### config.mk
export PLATFORM = sky130hd
export DESIGN_NAME = generate_ena_write_mc
export DESIGN_NICKNAME = d
export VERILOG_FILES = /design/src/rtl/generate_ena_write_mc.sv
export SDC_FILE = /design/constraint.sdc
export NUM_CORES = 1
export LEC_CHECK = 0
export ABC_AREA = 1
export CORE_ASPECT_RATIO = 0.9
export CORE_UTILIZATION = 58
export DETAILED_ROUTE_END_ITERATION = 6
export GPL_TIMING_DRIVEN = 1
export PLACE_DENSITY = 0.82
export SETUP_SLACK_MARGIN = 0.4
export SLEW_MARGIN = 10
export SYNTH_ARGS = -nofsm -noshare
export SYNTH_HDL_FRONTEND = slang
export SYNTH_SLANG_ARGS = --single-unit
### constraint.sdc
create_clock -name clk -period 1.9 [get_ports clk]
set_input_delay 0.19 -clock clk [delete_from_list [all_inputs] [get_ports clk]]
set_output_delay 0.19 -clock clk [all_outputs]
set_load 0.05 [all_outputs]
### src/rtl/generate_ena_write_mc.sv
// Per-channel write-enable window generator: a trigger on d opens a q window of cfg_len cycles.
// Latency: q rises on the edge that samples the trigger, stays high L cycles, done pulses on the first low cycle.
// Backpressure: none; triggers arriving while a window runs are dropped unless retrigger is enabled.
module generate_ena_write_mc #(
  parameter int CH    = 4,
  parameter int CNT_W = 16
) (
  input  logic                  clk,
  input  logic                  rst_n,
  input  logic                  rst_user,
  input  logic [CH-1:0]         d,
  input  logic [CH*CNT_W-1:0]   cfg_len,
  input  logic [CH-1:0]         cfg_edge,
  input  logic [CH-1:0]         cfg_retrig,
  input  logic [CH-1:0]         cfg_skip_first,
  output logic [CH-1:0]         q,
  output logic [CH-1:0]         busy,
  output logic [CH-1:0]         done
);

  typedef enum logic {
    IDLE   = 1'b0,
    ACTIVE = 1'b1
  } state_e;

  typedef struct packed {
    state_e           state;
    logic             done;
    logic             armed;
    logic             d_prev;
    logic [CNT_W-1:0] cnt;
    logic [CNT_W-1:0] len_l;
  } ch_t;

  ch_t              st     [CH];
  ch_t              st_nxt [CH];
  logic [CH-1:0]    trig;
  logic [CNT_W-1:0] len    [CH];

  for (genvar i = 0; i < CH; i++) begin : g_ch
    assign len[i]  = cfg_len[i*CNT_W +: CNT_W];
    assign trig[i] = cfg_edge[i] ? (d[i] & ~st[i].d_prev) : d[i];
    assign q[i]    = (st[i].state == ACTIVE);
    assign busy[i] = (st[i].state == ACTIVE);
    assign done[i] = st[i].done;
  end

  always_ff @(posedge clk or negedge rst_n) begin
    if (!rst_n) begin
      for (int i = 0; i < CH; i++) st[i] <= '0;
    end else begin
      for (int i = 0; i < CH; i++) st[i] <= st_nxt[i];
    end
  end

  always_comb begin
    for (int i = 0; i < CH; i++) begin
      st_nxt[i]        = st[i];
      st_nxt[i].done   = 1'b0;
      st_nxt[i].d_prev = d[i];
      case (st[i].state)
        IDLE: begin
          // A zero-length trigger neither opens a window nor arms the channel.
          if (trig[i] && (len[i] != '0)) begin
            if (cfg_skip_first[i] && !st[i].armed) begin
              st_nxt[i].armed = 1'b1;
            end else begin
              st_nxt[i].state = ACTIVE;
              st_nxt[i].cnt   = CNT_W'(1);
              st_nxt[i].len_l = len[i];
            end
          end
        end
        ACTIVE: begin
          if (trig[i] && cfg_retrig[i] && (len[i] != '0)) begin
            st_nxt[i].cnt   = CNT_W'(1);
            st_nxt[i].len_l = len[i];
          end else if (st[i].cnt < st[i].len_l) begin
            st_nxt[i].cnt = st[i].cnt + CNT_W'(1);
          end else begin
            st_nxt[i].state = IDLE;
            st_nxt[i].cnt   = '0;
            st_nxt[i].done  = 1'b1;
          end
        end
        default: st_nxt[i].state = IDLE;
      endcase
      if (rst_user) st_nxt[i].armed = 1'b0;
    end
  end

endmodule

; Word level (Yosys, flattened, before mapping)
; Cells that the tools add are included.
[op_classes]
n_eq_ne = 16
bitwise_logic = 12
order_cmp = 4
n_reduce_logical = 44
addsub = 4
mux = 68
[op_table]
columns = op, count
row1 = $mux W32, 8
row2 = $pmux W32 S2, 4
row3 = $mux W16, 12
row4 = $add A16 B1 Y16 const B, 4
row5 = $lt A16 B16 Y1, 4
row6 = $reduce_bool A16 Y1, 4
row7 = $mux W1, 32
row8 = $ne A2 B2 Y1 const B, 12
row9 = $reduce_and A3 Y1, 8
row10 = $logic_and A1 B1 Y1, 16
row11 = $mux W2, 8
row12 = $reduce_bool A2 Y1, 8
row13 = $ne A2 B1 Y1 const B, 4
row14 = $not A1 Y1, 8
row15 = $pmux W1 S2, 4
row16 = $reduce_and A2 Y1, 4
row17 = $and A1 B1 Y1, 4
row18 = $logic_not A1 Y1, 4
[totals]
in_bits = 83
ff_bits = 144
word_cells = 172
output_inout_bits = 12

; Logic depth before layout (Yosys ltp)
[logic_depth]
ltp_word = 7
ltp_mapped = 13
depth_no_buf = 13

; Least setup slack after synthesis
; No wires, ideal clock.
[synth_path]
path_kind = register -> register
start = register, netlist name st[61]
end = register, netlist name st[67]
period_less_slack_ns = 1.652
path_slack_ns = 0.248
stages_incl_launch_ff = 11
t_arrival_ns = 1.581
cell_sequence = dfrtp_1 > ha_1 > nand2_1 > inv_1 > o21bai_1 > a21oi_1 > nor2_1 > nand3_2 > nand2_1 > inv_1 > nor2_1
[synth_between]
elab_chain_len = 4
[synth_lines]
columns = element, line
row1 = $add A16 B1 Y16 or $lt A16 B16 Y1 (tied branches), "79, 78"
row2 = $mux W16 (*), 78  ; end else if (st[i].cnt < st[i].len_l) begin
row3 = $mux W16 (*), 75  ; if (trig[i] && cfg_retrig[i] && (len[i] != '0)) begin
row4 = $pmux W32 S2 (*), 61  ; case (st[i].state)
; Every way passes the cells marked *; elsewhere a longest branch is shown, timed or not.
; A chain may end at the register's enable or synchronous reset.

; Worst setup path after layout
[layout_path]
start = register, netlist name st[21]
end = register, netlist name st[21]
[layout_between]
elab_chain_len = 4
[layout_lines]
columns = element, line
row1 = $add A16 B1 Y16 or $lt A16 B16 Y1 (tied branches), "79, 78"
row2 = $mux W16 (*), 78
row3 = $mux W16 (*), 75
row4 = $pmux W32 S2 (*), 61
; Marks and branches as above.

==> metrics.md <==
| Metric | Value |
|---|---|
| Share of cells above drive strength 1 | 31.46% |
| Pwr Total | 10.90 mW |
| CTS root buf | clkbuf_16 |
| CP Capture Type | flop |
| Worst Setup Start Kind | flop |
| Slew of the pin with the lowest slew margin | 526.1 ps |
| Net count after synthesis | 1337 |
| Row count | 42 |
| Final Instance Area | 13010 µm² |
| Drt drc | 9 |
| Syn avg cell area | 7.450 µm² |
| Hold crit path type | input pin to flop |
| First-pass GRT wire length | 40260 µm |
| H-tree depth | 4 |
| GR Util All Layers | 32.46% |
| Final ANT Viol Nets | 0 |
| Residual overflow from global routing | 0 |
| Vias in the first global route | 8447 |
| Count leader, synth | nand2_1 |
| Crit share post-route | 118.0% |
| # setup viols final | 44 |
| Max IR drop VDD | 0.0007397 V |
| Max Cap Violations | 0 |
| Placed Area | 10140 µm² |
| Dominant synthesized flop cell | dfrtp_1 |
| Nets | 1539 |
| Synthesized flop and latch total | 144 |
| Via density | 6.332 |
| DRT Pass-1 Iters | 7 |
| Post-synth top cells | nand2_1, inv_1, nor2_1 |
| Seq/Total Area, Yosys | 40.64% |
| Post-DP HPWL | 14980 µm |
| GP Congestion | 0.8371 |
| Max frequency | 446.1 MHz |
| Worst setup margin | -341.8 ps |
| Clock transition at the registers of the reported paths | 70 ps |
| Hold_ws | 55.38 ps |
| Outcome | finished, violations left |
| Post-Place Worst Slack | -24.28 ps |
| Die X-Extent | 132.3 µm |
| CTS tree | yes |
| Leak | 6.665 nW |
| CP required | 2210 ps |
| Initial antenna violation count | 1 |
| Drt wl/cell | 22.95 µm |
| Starting Density | 59.83% |
| CTS Buf Count | 17 |
| Synthesized instance count | 1190 |
| Hold Crit Depth | 3 |
| Core box area | 14820 µm² |
| CP Max Fanout | 5 |
| Failing checks | design-rule violations, negative setup slack |
| Die area | 15790 µm² |
| 1st-iter DRT viols | 1368 |
| Post-synth ARST share | 100.0% |
| Distinct cell type count after synthesis | 32 |
| # clock sinks | 144 |
| Layout area overhead | 46.77% |
| Fin. max-slew vios | 0 |
| Hold Vio Cnt, Final | 0 |
| Final Skew | 13.89 ps |
| Io pins | 95 |
| Pwr dens | 837.7 nW/µm² |
| Yosys warning count | 0 |
| Setup TNS Final | -3540 ps |
| Kind of critical path | flop to flop |
| Mapped Area | 8866 µm² |
| Die height | 119.3 µm |
| Synth area leaders | dfrtp_1, nand2_1, ha_1 |
| RSZ-0062 raised after global routing | true |
| Number of port buffers | 94 |
| R2r worst-path depth | 9 |
| EDFF count, synth | 0 |
| Layout fillers | 626 |
| Total wire length | 36810 µm |
| Leading area contributor after synthesis | dfrtp_1 |
| Clk_lat worst skew | 450 ps |
| Area share of the largest cell type after synthesis | 40.64% |
| Min Tclk post-route | 2242 ps |
| Relative slew slack | 64.81% |
| Max Root-Sink Buffers | 2 |
| Via count of the routed design | 10.16k |
| Crit path arrival time | 2550 ps |
| Largest net degree at the start of global routing | 41 |
## final timing paths
kind                        startpoint  endpoint  slack (ps)
min                        cfg_len[48]     st[0]          60
max                             st[21]    st[21]        -340
max reg2reg                     st[21]    st[21]        -340
max in group asynchronous        rst_n    st[89]        1050
min reg2reg                     st[36]    st[36]         470
min in group asynchronous        rst_n    st[80]         210
## cell families after synthesis
family          count (synthesis)  synth area share [%]
xor+xnor                       15                 1.482
simple gates                  595                 28.37
buf+inv                       240                 11.61
compound gates                132                 8.863
flops                         144                 40.64
fa+ha+maj                      64                 9.032
## final cells by class
| type | count | area [µm²] | share of cell area, % |
|---|---|---|---|
| Clock buffer | 21 | 460.4 | 3.538 |
| Clock inverter | 11 | 209.0 | 1.606 |
| Timing Repair Buffer | 210 | 2215 | 17.02 |
| Timing Repair inverter | 3 | 26.28 | 0.2019 |
| Inverter | 209 | 812.0 | 6.240 |
| Multi-Input combinational cell | 807 | 5418 | 41.63 |
| Tap cell | 198 | 247.7 | 1.904 |
| Sequential cell | 144 | 3622 | 27.84 |
| Antenna cell | 1 | 2.502 | 0.01923 |
## cell usage in the layout, fill, tap and decap left out, types with 5 or more instances in the layout
cell	instances
ha_4	23
buf_12	12
nor2_1	109
o21ai_0	28
nand3_2	16
bufinv_16	6
nand2_1	271
nand4_1	15
a21oi_1	32
clkbuf_16	24
nand2_4	26
nand2_2	26
inv_1	162
buf_4	80
nor2_4	18
o21ai_2	18
dfrtp_2	15
a21oi_4	5
xor2_1	13
dfrtp_1	129
o21bai_1	5
clkdlybuf4s15_2	6
inv_2	42
dlymetal6s2s_1	29
nand3_1	52
nor3_1	8
buf_6	17
nand3_4	10
clkdlybuf4s50_1	52
a21oi_2	32
nor2_2	28
ha_1	40
## sequential cells by signal, indices dropped and copies added (netlist names)
name  flops
st      136
done      4
busy      4
## report_power, final
part | switching, mW | total [mW] | internal (mW)
Combinational | 1.75 | 3.05 | 1.30
Sequential | 0.409 | 3.86 | 3.45
Clock | 1.47 | 4.00 | 2.53
## layer usage
layer / global-route usage (%) / share of wire, %
met5: 0 / 0.16
met4: 14.15 / 8.7
met3: 6.045 / 12
met2: 55.79 / 47
met1: 39.88 / 33
## through the flow
| stage | std cells | util, % |
|---|---|---|
| 2_1_floorplan | 1190 | - |
| 3_5_place_dp | 1478 | 68.43 |
| 3_3_place_gp | 1478 | 68.43 |
| 6_report | 1604 | 87.81 |
| 5_1_grt | 1603 | 87.79 |
| 4_1_cts | 1553 | 78.03 |
## critical path, cell delays in order (launching register included)
cell,delay (ps)
dfrtp_2,460
ha_1,310
a21oi_1,220
o21a_1,170
nand2_2,90
nand2_4,90
nand3_4,110
nand2_4,120
clkinvlp_4,160
nor2_1,360
## repair_timing
item	CTS	global route
resized for setup	155	242
pin swaps	46	105
hold buffers	1	0
setup endpoints to repair	84	137
buffers inserted	38	41
endpoints found under the hold margin	71	0
gates cloned	4	9
Power figures use the tool's default switching activity.
